`src/rtl/teclado_acumulador.sv`:
```
// teclado_acumulador: keypad synchroniser, debouncer, key classifier and decimal operand accumulator
module teclado_acumulador #(
  parameter int DEBOUNCE_CYCLES = 4,
  parameter int MAX_DIGITS = 9
) (
  input  logic        clk,
  input  logic        rst_n,
  input  logic        key_valid,
  input  logic [4:0]  key_code,
  input  logic        clr_num,
  output logic        rec_num,
  output logic        rec_op,
  output logic [31:0] number,
  output logic [1:0]  op_code,
  output logic [3:0]  digit_count,
  output logic        ovf
);
  localparam int CW = $clog2(DEBOUNCE_CYCLES + 1);
  localparam logic [CW-1:0] DB_MAX = CW'(DEBOUNCE_CYCLES);
  localparam logic [3:0] DIG_MAX = 4'(MAX_DIGITS);
  typedef enum logic [2:0] {IDLE, DB_PRESS, EMIT, HELD, DB_RELEASE} state_t;
  state_t state_q, state_d;
  logic [1:0] sync_q;
  logic [CW-1:0] cnt_q, cnt_d;
  logic rec_num_q, rec_num_d, rec_op_q, rec_op_d, ovf_q, ovf_d;
  logic [31:0] number_q, number_d;
  logic [1:0] op_code_q, op_code_d;
  logic [3:0] digit_count_q, digit_count_d;
  logic key_s, emit, is_digit, is_op, room;
  assign key_s = sync_q[1];
  // The key is captured on the very edge that enters EMIT, so pulses and accumulator update share that edge
  assign emit = state_q == DB_PRESS && key_s && cnt_q == DB_MAX;
  assign is_digit = key_code < 5'd10;
  assign is_op = !is_digit && key_code < 5'd14;
  assign room = digit_count_q < DIG_MAX;
  assign rec_num = rec_num_q;
  assign rec_op = rec_op_q;
  assign number = number_q;
  assign op_code = op_code_q;
  assign digit_count = digit_count_q;
  assign ovf = ovf_q;
  // Press/release debounce: a level must be seen DEBOUNCE_CYCLES+1 consecutive samples to be accepted
  always_comb begin
    state_d = state_q;
    cnt_d = cnt_q;
    case (state_q)
      IDLE: if (key_s) begin
        state_d = DB_PRESS;
        cnt_d = CW'(1);
      end
      DB_PRESS: if (!key_s) state_d = IDLE;
        else if (cnt_q == DB_MAX) state_d = EMIT;
        else cnt_d = cnt_q + CW'(1);
      EMIT: state_d = HELD;
      HELD: if (!key_s) begin
        state_d = DB_RELEASE;
        cnt_d = CW'(1);
      end
      DB_RELEASE: if (key_s) state_d = HELD;
        else if (cnt_q == DB_MAX) state_d = IDLE;
        else cnt_d = cnt_q + CW'(1);
      default: state_d = IDLE;
    endcase
  end
  // Key classification and operand accumulation; clear beats a coinciding digit but the pulse survives
  always_comb begin
    rec_num_d = emit && is_digit;
    rec_op_d = emit && is_op;
    number_d = clr_num ? '0 : (rec_num_d && room) ? 32'({4'd0, number_q} * 36'd10 + 36'(key_code)) : number_q;
    digit_count_d = clr_num ? '0 : (rec_num_d && room) ? digit_count_q + 4'd1 : digit_count_q;
    ovf_d = !clr_num && (ovf_q || (rec_num_d && !room));
    op_code_d = rec_op_d ? key_code[1:0] - 2'd2 : op_code_q;
  end
  // State, synchroniser and datapath registers
  always_ff @(posedge clk or negedge rst_n) begin
    if (!rst_n) begin
      state_q <= IDLE;
      sync_q <= '0;
      cnt_q <= '0;
      rec_num_q <= 1'b0;
      rec_op_q <= 1'b0;
      number_q <= '0;
      op_code_q <= '0;
      digit_count_q <= '0;
      ovf_q <= 1'b0;
    end else begin
      state_q <= state_d;
      sync_q <= {sync_q[0], key_valid};
      cnt_q <= cnt_d;
      rec_num_q <= rec_num_d;
      rec_op_q <= rec_op_d;
      number_q <= number_d;
      op_code_q <= op_code_d;
      digit_count_q <= digit_count_d;
      ovf_q <= ovf_d;
    end
  end
endmodule

```
`config.mk`:
```
export PLATFORM = sky130hd
export DESIGN_NAME = teclado_acumulador
export DESIGN_NICKNAME = d
export VERILOG_FILES = /design/src/rtl/teclado_acumulador.sv
export SDC_FILE = /design/constraint.sdc
export NUM_CORES = 1
export LEC_CHECK = 0
export CORE_AREA = 2 2 148 114
export CTS_CLUSTER_DIAMETER = 150
export DETAILED_ROUTE_END_ITERATION = 12
export DIE_AREA = 0 0 150 116
export PLACE_DENSITY = 0.49
export SKIP_CTS_REPAIR_TIMING = 1
export SYNTH_ARGS = -nofsm -noshare
export SYNTH_HDL_FRONTEND = slang
export SYNTH_SLANG_ARGS = --single-unit
```
`constraint.sdc`:
```
create_clock -name clk -period 7.3 [get_ports clk]
set_input_delay 1.46 -clock clk [delete_from_list [all_inputs] [get_ports clk]]
set_output_delay 1.46 -clock clk [all_outputs]
set_load 0.05 [all_outputs]
```
# [After elaboration in Yosys (flattened, before gate mapping)]
# Index checks and enable logic that the tools add are counted.
[classes] n_reduce_logical=17 n_div=0 n_mul=1 n_lt_le_gt_ge=3 bitwise_logic=0 n_shift=0 addsub=4 eq_ne=11 n_mux=16
[op_table] cell="$mux W32" count=2
[op_table] cell="$add A32 B5 Y32" count=1
[op_table] cell="$mul A32 B3 Y31 const B" count=1
[op_table] cell="$mux W3" count=10
[op_table] cell="$pmux W3 S5" count=1
[op_table] cell="$pmux W3 S4" count=1
[op_table] cell="$lt A5 B4 Y1 const B" count=2
[op_table] cell="$logic_and A1 B1 Y1" count=8
[op_table] cell="$mux W4" count=2
[op_table] cell="$ne A2 B2 Y1 const B" count=4
[op_table] cell="$eq A3 B2 Y1 const B" count=2
[op_table] cell="$eq A3 B3 Y1 const B" count=2
[op_table] cell="$reduce_and A5 Y1" count=1
[op_table] cell="$add A4 B1 Y4 const B" count=1
[op_table] cell="$lt A4 B4 Y1 const B" count=1
[op_table] cell="$reduce_and A4 Y1" count=1
[op_table] cell="$reduce_bool A4 Y1" count=1
[op_table] cell="$add A3 B1 Y3 const B" count=1
[op_table] cell="$eq A3 B1 Y1 const B" count=1
[op_table] cell="$logic_not A1 Y1" count=3
[op_table] cell="$logic_not A3 Y1" count=1
[op_table] cell="$ne A3 B2 Y1 const B" count=1
[op_table] cell="$ne A3 B3 Y1 const B" count=1
[op_table] cell="$reduce_bool A2 Y1" count=1
[op_table] cell="other kinds (2)" count=2
[word_totals] out_inout_bits=41 wordCells=61 ram_bits=0 n_memories=0 inputBits=9 latchBits=0 romBits=0 register_bits=49

# [Logic depth before layout (Yosys ltp)]
# Gate-level depths: netlist of run 1.
[logic_depth] word_depth=7 depth_mapped=12 depth_no_buf=12

# [Worst setup path before layout of run 1]
# OpenSTA, ideal clock, no wires.
[synth_path] path_type="register -> register" start="reg number_q[1], in the netlist number[1]" end="reg number_q[31], in the netlist number[31]" t_arrival_ps=3955 path_stages_with_launch=13 path_buffers=0 period_less_slack_ps=4037 setup_time_ps=82 slack_ps=3263 required_ps=7218 cell_sequence="dfrtp_1 > ha_1 > ha_1 > fa_1 > a211oi_1 > o211ai_2 > nand4b_2 > a21oi_2 > o21ai_1 > o311a_2 > or4b_4 > or4_1 > a31oi_1"
[synth_between] elab_chain_cells=4
[synth_lines] item="start, declared" line="26" rtl="logic [31:0] number_q, number_d;"
[synth_lines] item="start signal, assigned" line="92" rtl="number_q <= number_d;"
[synth_lines] item="$mul A32 B3 Y31" line="69" rtl="number_d = clr_num ? '0 : (rec_num_d && room) ? 32'({4'd0, number_q} * 36'd10 + 36'(key_code)) : number_q;"
[synth_lines] item="$add A32 B5 Y32" line="69"
[synth_lines] item="$mux W32 (2 in series)" line="69"
# No other way between the ends. The select of a mux whose other input is x is not followed.
# A chain may end at the register's enable or synchronous reset.

# [Worst setup path in the final report of run 1]
[layout_path] start="in key_code[2]" end="reg number_q[30], in the netlist number[30]"
[layout_between] elab_chain_cells=4 elab_cells_between_ends=7 classes_between="add/sub (1); order compare (1); mux (2); reduce/logical (3)"
[layout_lines] item="start, declared" line="9" rtl="input logic [4:0] key_code,"
[layout_lines] item="parallel branches: the longest is 4 deep, another holds $add A32 B5 Y32"
# Several ways; the timed one is not identified. The select of a mux whose other input is x is not followed.

==> results of run 1 <==
## report_power, final
part           internal (mW)  switching [mW]  total (mW)  leakage, nW
Clock                  0.163           0.117       0.280       0.0810
Sequential             0.287          0.0204       0.308        0.671
Combinational         0.0469          0.0735       0.120         1.63
## final cells by class
| type | instances | area [um2] | share of cell area, % |
|---|---|---|---|
| Clock buffer | 6 | 129 | 2.32 |
| Clock inverter | 2 | 38.8 | 0.698 |
| Inverter | 11 | 41.3 | 0.743 |
| Multi-Input combinational cell | 477 | 3340 | 60.2 |
| Sequential cell | 49 | 1230 | 22.1 |
| Tap cell | 210 | 263 | 4.73 |
| Timing Repair Buffer | 53 | 515 | 9.28 |
## logic make-up after synthesis
group                      after synthesis  share of synthesized area (%)
buffers and inverters                   31                           2.64
and+or+nand+nor                        212                           22.7
muxes                                    3                          0.667
adders and majority gates               65                           17.7
xor gates and xnor gates                40                           7.47
AOI/OAI and AO/OA                      157                           22.7
DFF                                     49                           26.2
## flip-flops by register name, indices dropped and copies added (netlist names)
name and flops:
cnt_q 3, digit_count 4, number 32, op_code 2, ovf 1, rec_num 1, rec_op 1, state_q 3
sync_q 2
## cells in the mapped netlist, types with 11 or more instances
cell / count / area share (%)
ha_1: 63 / 17
nor2_1: 58 / 4.6
nand2_1: 57 / 4.6
dfrtp_1: 49 / 26
a21oi_1: 48 / 5.1
xnor2_1: 26 / 4.9
o21ai_0: 23 / 2.5
a211oi_1: 21 / 3.4
nor3_1: 17 / 1.8
nand3_1: 15 / 1.6
clkbuf_1: 14 / 1.1
xor2_1: 14 / 2.6
nand4_1: 12 / 1.6
inv_1: 11 / 0.88
## cells in the final DEF (no fill, tap or decap), types with 16 or more instances in the layout
cell / n
nor2_1: 58
nand2_1: 57
xnor2_1: 26
a21oi_1: 48
clkdlybuf4s50_1: 48
o21ai_0: 23
dfrtp_1: 49
ha_1: 63
a211oi_1: 21
nor3_1: 16
## routing by layer
layer  routed length, um  up-vias  part of all wire, %  track usage (%)
met3                 534        5                  4.2             1.57
li1                    -     2138                    -                -
met2                4990       65                   39             22.0
met5                   0        -                    0                0
met4                  74        0                 0.58             2.64
met1                7240     1914                   56             24.8
## stage by stage
stage / utilization [%] / setup WS (ps)
after detailed placement: 34.1 / 2650
after global routing: 35.1 / 2570
after floorplan: - / 3260
after CTS: 35.1 / 2960
final: 35.1 / 2950
after global placement: 34.1 / 2760
## critical path: cells and delay by family
family / cells / cell delay (ps)
and+or+nand+nor: 5 / 1630
adders and majority gates: 1 / 330
buffers and inverters: 1 / 510
AOI/OAI and AO/OA: 4 / 640
## how the worst min path moves through the flow
stage / endpoint / slack [ps]
after detailed placement: sync_q[1] / 360
after floorplan: sync_q[1] / 330
after global placement: sync_q[1] / 340
after global routing: sync_q[1] / 370
final: sync_q[1] / 370
after CTS: sync_q[1] / 380
==> reports/metrics.yaml, run 1 <==
finalHoldViolations: 0
ios: 50
grt_max_degree: 50
stdcell_count: 808
cts_buffers: 5
vias: 4122
synth-seq-area-share_pct: 26.2
holdPathStages: 0
p_total_uw: 708
cp-start-kind: "input port"
start_util_pct: 29.6
status: "completed"
clock_sinks: 49
antenna_cells_inserted: 0
cap_violations: 0
drc: 0
worst_setup_path_end_kind: "register"
critPathKind: "in -> reg"
clkTransAtPathRegs_ps: 70
drv_slew: 0
worstMarginPinSlew_ps: 698
drive_above_1_share_pct: 5.85
synth_cell_types: 64
avgRoutedWirePerCell_um: 15.9
portBuffers: 49
dr.pass1.iters: 4
rrSetupSlack_ps: 3060
cts_max_level: 2
routed_wl_um: 12800
min-delay-start: "sync_q[0]"
synth.avg_cell_area_um2: 8.41
slew_headroom_pct: 53.1
rsz0062_at_grt: "false"
critPathMaxStageDelay_ps: 530
crit_end: "number[30]"
grt_pass1_vias: 3910
fin_area_um2: 5560
synth-warning-count: 0
place_congestion: 0.864
dp.cells: 800
dpl.hpwl_um: 9930
crit_fanout: 7
core_um2: 15800
grt_pass1_wl_um: 21100
finalSetupViolCount: 0
worstPathRequired_ps: 7520
ys_ff_latch: 49
cp_slowest_cell: "nor4_4"
synth_edf_count: 0
r2r-end: "number[30]"
cp_cell_sequence: "clkdlybuf4s50_1 -> ha_1 -> a21o_1 -> a21o_1 -> a21oi_1 -> nor4_2 -> nand4_1 -> nor4_4 -> nand4_1 -> o211a_1 -> nor3_1"
dieArea_um2: 17400
fin_nets: 671
layout_min_cycle_time_ps: 4350
ys.flop_type: "dfrtp_1"
hold_slack_ps: 373
final.setup_skew_ps: 4.30
clkLatencyLatePin_ps: 300
syn_to_final_growth_pct: 18.5
startpoint: "key_code[2]"
worst_r2r_path_depth: 12
setup_tns_ps: 0
postRouteAntennaNets: 0
row_count: 40
gr-total-overflow: 0
synth.net_count: 631
track_usage_pct: 15.4
cts_tree: "done"
irDropWorstVdd_v: 0.000119
grt_antenna_before_repair: 0
cts_root_buf: "clkbuf_16"
power_density_nw_per_um2: 127
period_share_pct: 59.6
via_per_inst: 5.10
arrival_ps: 4570
dpl_cell_area_um2: 5390
r2r_start: "number[1]"
dieHeight_um: 116
synth_cells: 557
drt_iter0_drc: 190
syn_area_um2: 4690
async_flop_share_pct: 100
clockBufferDepth: 2
power_leakage_nw: 2.39
clock.fmax_mhz: 230
fillers: 1660
die_w_um: 150
min_path_type: "reg -> reg"
No activity file was read; power rests on OpenSTA's default activity.
==> run 2, diff against run 1 <==
--- a/config.mk
+++ b/config.mk
@@ -9,7 +9,7 @@
 export CTS_CLUSTER_DIAMETER = 150
 export DETAILED_ROUTE_END_ITERATION = 12
 export DIE_AREA = 0 0 150 116
-export PLACE_DENSITY = 0.49
+export PLACE_DENSITY = 0.51
 export SKIP_CTS_REPAIR_TIMING = 1
 export SYNTH_ARGS = -nofsm -noshare
 export SYNTH_HDL_FRONTEND = slang
==> constraint.sdc (replaced) <==
create_clock -name clk -period 3.7 [get_ports clk]
set_input_delay 0.74 -clock clk [delete_from_list [all_inputs] [get_ports clk]]
set_output_delay 0.74 -clock clk [all_outputs]
set_load 0.05 [all_outputs]
==> reports/metrics.yaml, run 2 (synthesized netlist as in run 1, its figures left out) <==
power_leakage_nw: 2.73
clock_sinks: 49
drv_slew: 0
start_util_pct: 29.6
dieHeight_um: 116
core_um2: 15800
largest_register_ffs: 32
critPathMaxStageDelay_ps: 550
grt_antenna_before_repair: 0
path_buf_inv: 1
worst_setup_path_end_kind: "register"
die_w_um: 150
finalSetupViolCount: 0
row_count: 40
cts_buffers: 5
track_usage_pct: 16.3
antenna_cells_inserted: 0
clkTransAtPathRegs_ps: 80
gr-total-overflow: 0
stdcell_count: 861
period_share_pct: 99.1
syn_to_final_growth_pct: 33.2
cts_root_buf: "clkbuf_16"
swShare_pct: 32.1
critPathKind: "reg -> reg"
fin_nets: 724
drive_above_1_share_pct: 20.9
postRouteAntennaNets: 0
final_common_cell: "nor2_1"
dr.pass1.iters: 6
mostFrequentLayoutCells: "58 x nor2_1, 56 x nand2_1, 56 x buf_4, 53 x ha_1, 48 x clkdlybuf4s50_1"
slew_headroom_pct: 62.9
min_path_type: "in -> async"
cpMostUsedCell: "ha_4"
final.setup_skew_ps: 7.27
avgRoutedWirePerCell_um: 16.4
layout_min_cycle_time_ps: 3670
place_congestion: 0.883
grt_max_degree: 33
grt_pass1_vias: 4331
cp-start-kind: "register"
ios: 50
clock.fmax_mhz: 273
crit_family: "simple AND/OR/NAND/NOR gates"
p_int_uw: 928
crit_fanout: 5
irDropWorstVdd_v: 0.000167
cp_cell_sequence: "ha_4 -> ha_4 -> fa_2 -> a211oi_4 -> o211ai_2 -> buf_4 -> nand4b_4 -> a21oi_4 -> o211ai_1 -> o311ai_2 -> or4b_4 -> or4_4 -> a31oi_1"
portBuffers: 49
seqPwrFrac_pct: 44.5
cts_max_level: 2
status: "completed"
drt_iter0_drc: 259
rsz0062_at_grt: "true"
dieArea_um2: 17400
routed_wl_um: 14100
vias: 4525
utilization_pct: 39.5
cap_violations: 0
finalHoldViolations: 0
clkLatencyLatePin_ps: 310
p_switching_uw: 438
dpl.hpwl_um: 11000
worstMarginPinSlew_ps: 551
worstPathRequired_ps: 3930
drc: 0
via_per_inst: 5.26
grt_pass1_wl_um: 22600
power_density_nw_per_um2: 219
cp_slowest_cell: "or4b_4"
clock_power_share_pct: 37.0
combPwrFrac_pct: 18.6
clockBufferDepth: 2
cts_tree: "done"
arrival_ps: 3900
dp.cells: 840
-- run 2: final timing paths --
check                      startpoint         end  slack [ps]  depth (start not counted)
max                         number[1]  number[31]          30                         13
min                             rst_n   number[2]         360                          1
max reg2reg                 number[1]  number[31]          30                         13
min reg2reg                 sync_q[0]   sync_q[1]         360                          0
max in group asynchronous       rst_n  number[26]        2540                          2
min in group clk            sync_q[0]   sync_q[1]         360                          0
-- run 2: through the flow --
| stage | TNS [ps] | cell area (um2) | hold WS (ps) | total power, mW | worst slack (ps) |
|---|---|---|---|---|---|
| after floorplan | 0 | 4710 | 331 | 0.777 | 4.21 |
| after CTS | -88.9 | 5860 | 363 | 1.38 | -68.8 |
| after global routing | -586 | 6240 | 374 | 1.44 | -144 |
| after global placement | 0 | 5710 | 339 | 0.853 | 26.1 |
| after detailed placement | -28.8 | 5710 | 344 | 0.866 | -28.8 |
| final | 0 | 6240 | 357 | 1.37 | 33.2 |
-- run 2: power groups by stage --
| stage | Sequential, mW | Clock (mW) | Combinational (mW) |
|---|---|---|---|
| 6_report | 0.608 | 0.505 | 0.254 |
| 5_1_grt | 0.614 | 0.542 | 0.282 |
| 4_1_cts | 0.607 | 0.523 | 0.249 |
| 3_5_place_dp | 0.618 | 0 | 0.248 |
| 3_3_place_gp | 0.614 | 0 | 0.239 |
| 2_1_floorplan | 0.619 | 0 | 0.158 |
-- run 2: final cells by class --
class / instances / area [um2]
fillers: 1612 / 9570
multi-input cells: 477 / 3630
flip-flops and latches: 49 / 1230
repair buffers: 106 / 917
well taps: 210 / 263
clock buffers: 5 / 125
inverters: 11 / 41.3
clock inverters: 3 / 28.8
-- run 2: metal layers --
metal,GRT usage [%],vias up,part of all wire [%]
met5,0,-,0
met4,3.46,0,1.1
met3,2.09,11,4.3
met2,24.2,110,41
met1,25.1,2149,53
li1,-,2255,-
==> run 3, diff against run 2 <==
--- a/config.mk
+++ b/config.mk
@@ -9,6 +9,7 @@
 export CTS_CLUSTER_DIAMETER = 150
 export DETAILED_ROUTE_END_ITERATION = 12
 export DIE_AREA = 0 0 150 116
+export GPL_TIMING_DRIVEN = 0
 export PLACE_DENSITY = 0.51
 export SKIP_CTS_REPAIR_TIMING = 1
 export SYNTH_ARGS = -nofsm -noshare
==> reports/metrics.yaml, run 3 (synthesized netlist as in run 1, its figures left out) <==
status: "finished with violations"
violations: "setup timing"
p_total_mw: 1.32
grt_max_degree: 27
multiInputGateArea_um2: 3800
clkLatencyLatePin_ps: 290
dieArea_um2: 17400
dr.pass1.iters: 4
period_share_pct: 103
cp-start-kind: "register"
dp.cells: 817
portBuffers: 49
arrival_ps: 4020
core_um2: 15800
syn_to_final_growth_pct: 33.7
cp_cell_sequence: "ha_4 -> ha_4 -> fa_2 -> a21o_2 -> a21oi_4 -> xor2_2 -> nor4_4 -> nand4bb_4 -> nor4_4 -> nand4_1 -> buf_6 -> or4_4 -> a31oi_1"
row_count: 40
slew_headroom_pct: 52.9
cts_tree: "done"
drive_above_1_share_pct: 19.4
fillers: 1606
stdcell_count: 850
track_usage_pct: 16.0
cap_violations: 0
dpl.hpwl_um: 10800
swShare_pct: 30.3
start_util_pct: 29.6
drc: 0
worst_setup_path_end_kind: "register"
antenna_cells_inserted: 0
worstPathRequired_ps: 3900
rrSetupSlack_ps: -120
avgRoutedWirePerCell_um: 16.6
grt_pass1_vias: 4133
largest_register_ffs: 32
p_int_uw: 923
setup_tns_ps: -305
cp_slowest_cell: "or4_4"
irDropWorstVdd_v: 0.000176
vias: 4433
worstMarginPinSlew_ps: 707
seqCellArea_um2: 1240
routed_wl_um: 14100
postRouteAntennaNets: 0
grt_antenna_before_repair: 0
combPwrFrac_pct: 20.4
seqPwrFrac_pct: 44.6
cts_max_level: 2
layout_min_cycle_time_ps: 3820
via_per_inst: 5.22
finalSetupViolCount: 5
clock_sinks: 49
drt_iter0_drc: 203
clockBufferDepth: 2
cts_root_buf: "clkbuf_16"
die_w_um: 150
finalHoldViolations: 0
clock_power_share_pct: 35.0
clkTransAtPathRegs_ps: 70
place_ws_ps: -543
grt_pass1_wl_um: 22100
mostFrequentLayoutCells: "58 x nor2_1, 56 x nand2_1, 53 x ha_1, 48 x clkdlybuf4s50_1, 40 x a21oi_1"
crit_fanout: 6
rsz0062_at_grt: "true"
ios: 50
final.setup_skew_ps: 15.1
final_common_cell: "nor2_1"
p_switching_uw: 401
place_congestion: 0.867
critPathKind: "reg -> reg"
cts_buffers: 5
critPathMaxStageDelay_ps: 490
fin_nets: 713
clock.fmax_mhz: 261
min_path_type: "reg -> reg"
power_leakage_nw: 2.67
drv_slew: 0
setup_ws_ps: -125
gr-total-overflow: 0
power_density_nw_per_um2: 211
dieHeight_um: 116
-- run 3: final timing paths --
kind	from	to	cells past startpoint
setup / recovery	number[3]	number[31]	13
hold / removal	sync_q[0]	sync_q[1]	0
setup reg to reg	number[3]	number[31]	13
hold reg to reg	sync_q[0]	sync_q[1]	0
max in group asynchronous	rst_n	number[14]	2
min in group asynchronous	rst_n	number[5]	1
-- run 3: power groups by stage --
stage               clock [mW]  combinational [mW]  sequential, mW
floorplan                    0               0.158           0.619
global placement             0               0.250           0.600
detailed placement           0               0.257           0.601
CTS                      0.474               0.258           0.591
global route             0.498               0.310           0.597
finish                   0.463               0.270           0.591
-- run 3: area by class of cell --
| cell class | instances | share of cell area [%] |
|---|---|---|
| buffer | 20 | 1.36 |
| clock buffer | 6 | 2.06 |
| timing repair buffer | 75 | 11.1 |
| clock inverter | 2 | 0.220 |
| sequential | 49 | 19.8 |
| tap | 210 | 4.19 |
| inverter | 11 | 0.659 |
| multi-input combinational | 477 | 60.6 |
-- run 3: worst max-delay path: cells and delay by family (launching register included) --
kind	cells	cell delay (ps)
flip-flops	1	460
adder cells (fa/ha/maj)	3	860
AND/OR/NAND/NOR	5	1540
AO/OA/AOI/OAI	3	570
buffers and inverters	1	160
XOR/XNOR	1	120
-- run 3: per-layer routing --
layer  track usage, %  wire (um)  vias up
li1                 -          -     2228
met1             25.9       7570     2107
met2             23.0       5820       94
met3             1.42        685        4
met4             2.26         62        0
met5                0          0        -
-- run 3: per-stage QoR --
stage | cell area [um2] | hold WS (ps) | util, %
3_5_place_dp | 5470 | 339 | 34.6
3_3_place_gp | 5460 | 337 | 34.5
2_1_floorplan | 4710 | 331 | -
4_1_cts | 5620 | 356 | 35.5
6_report | 6270 | 355 | 39.6
5_1_grt | 6270 | 362 | 39.6
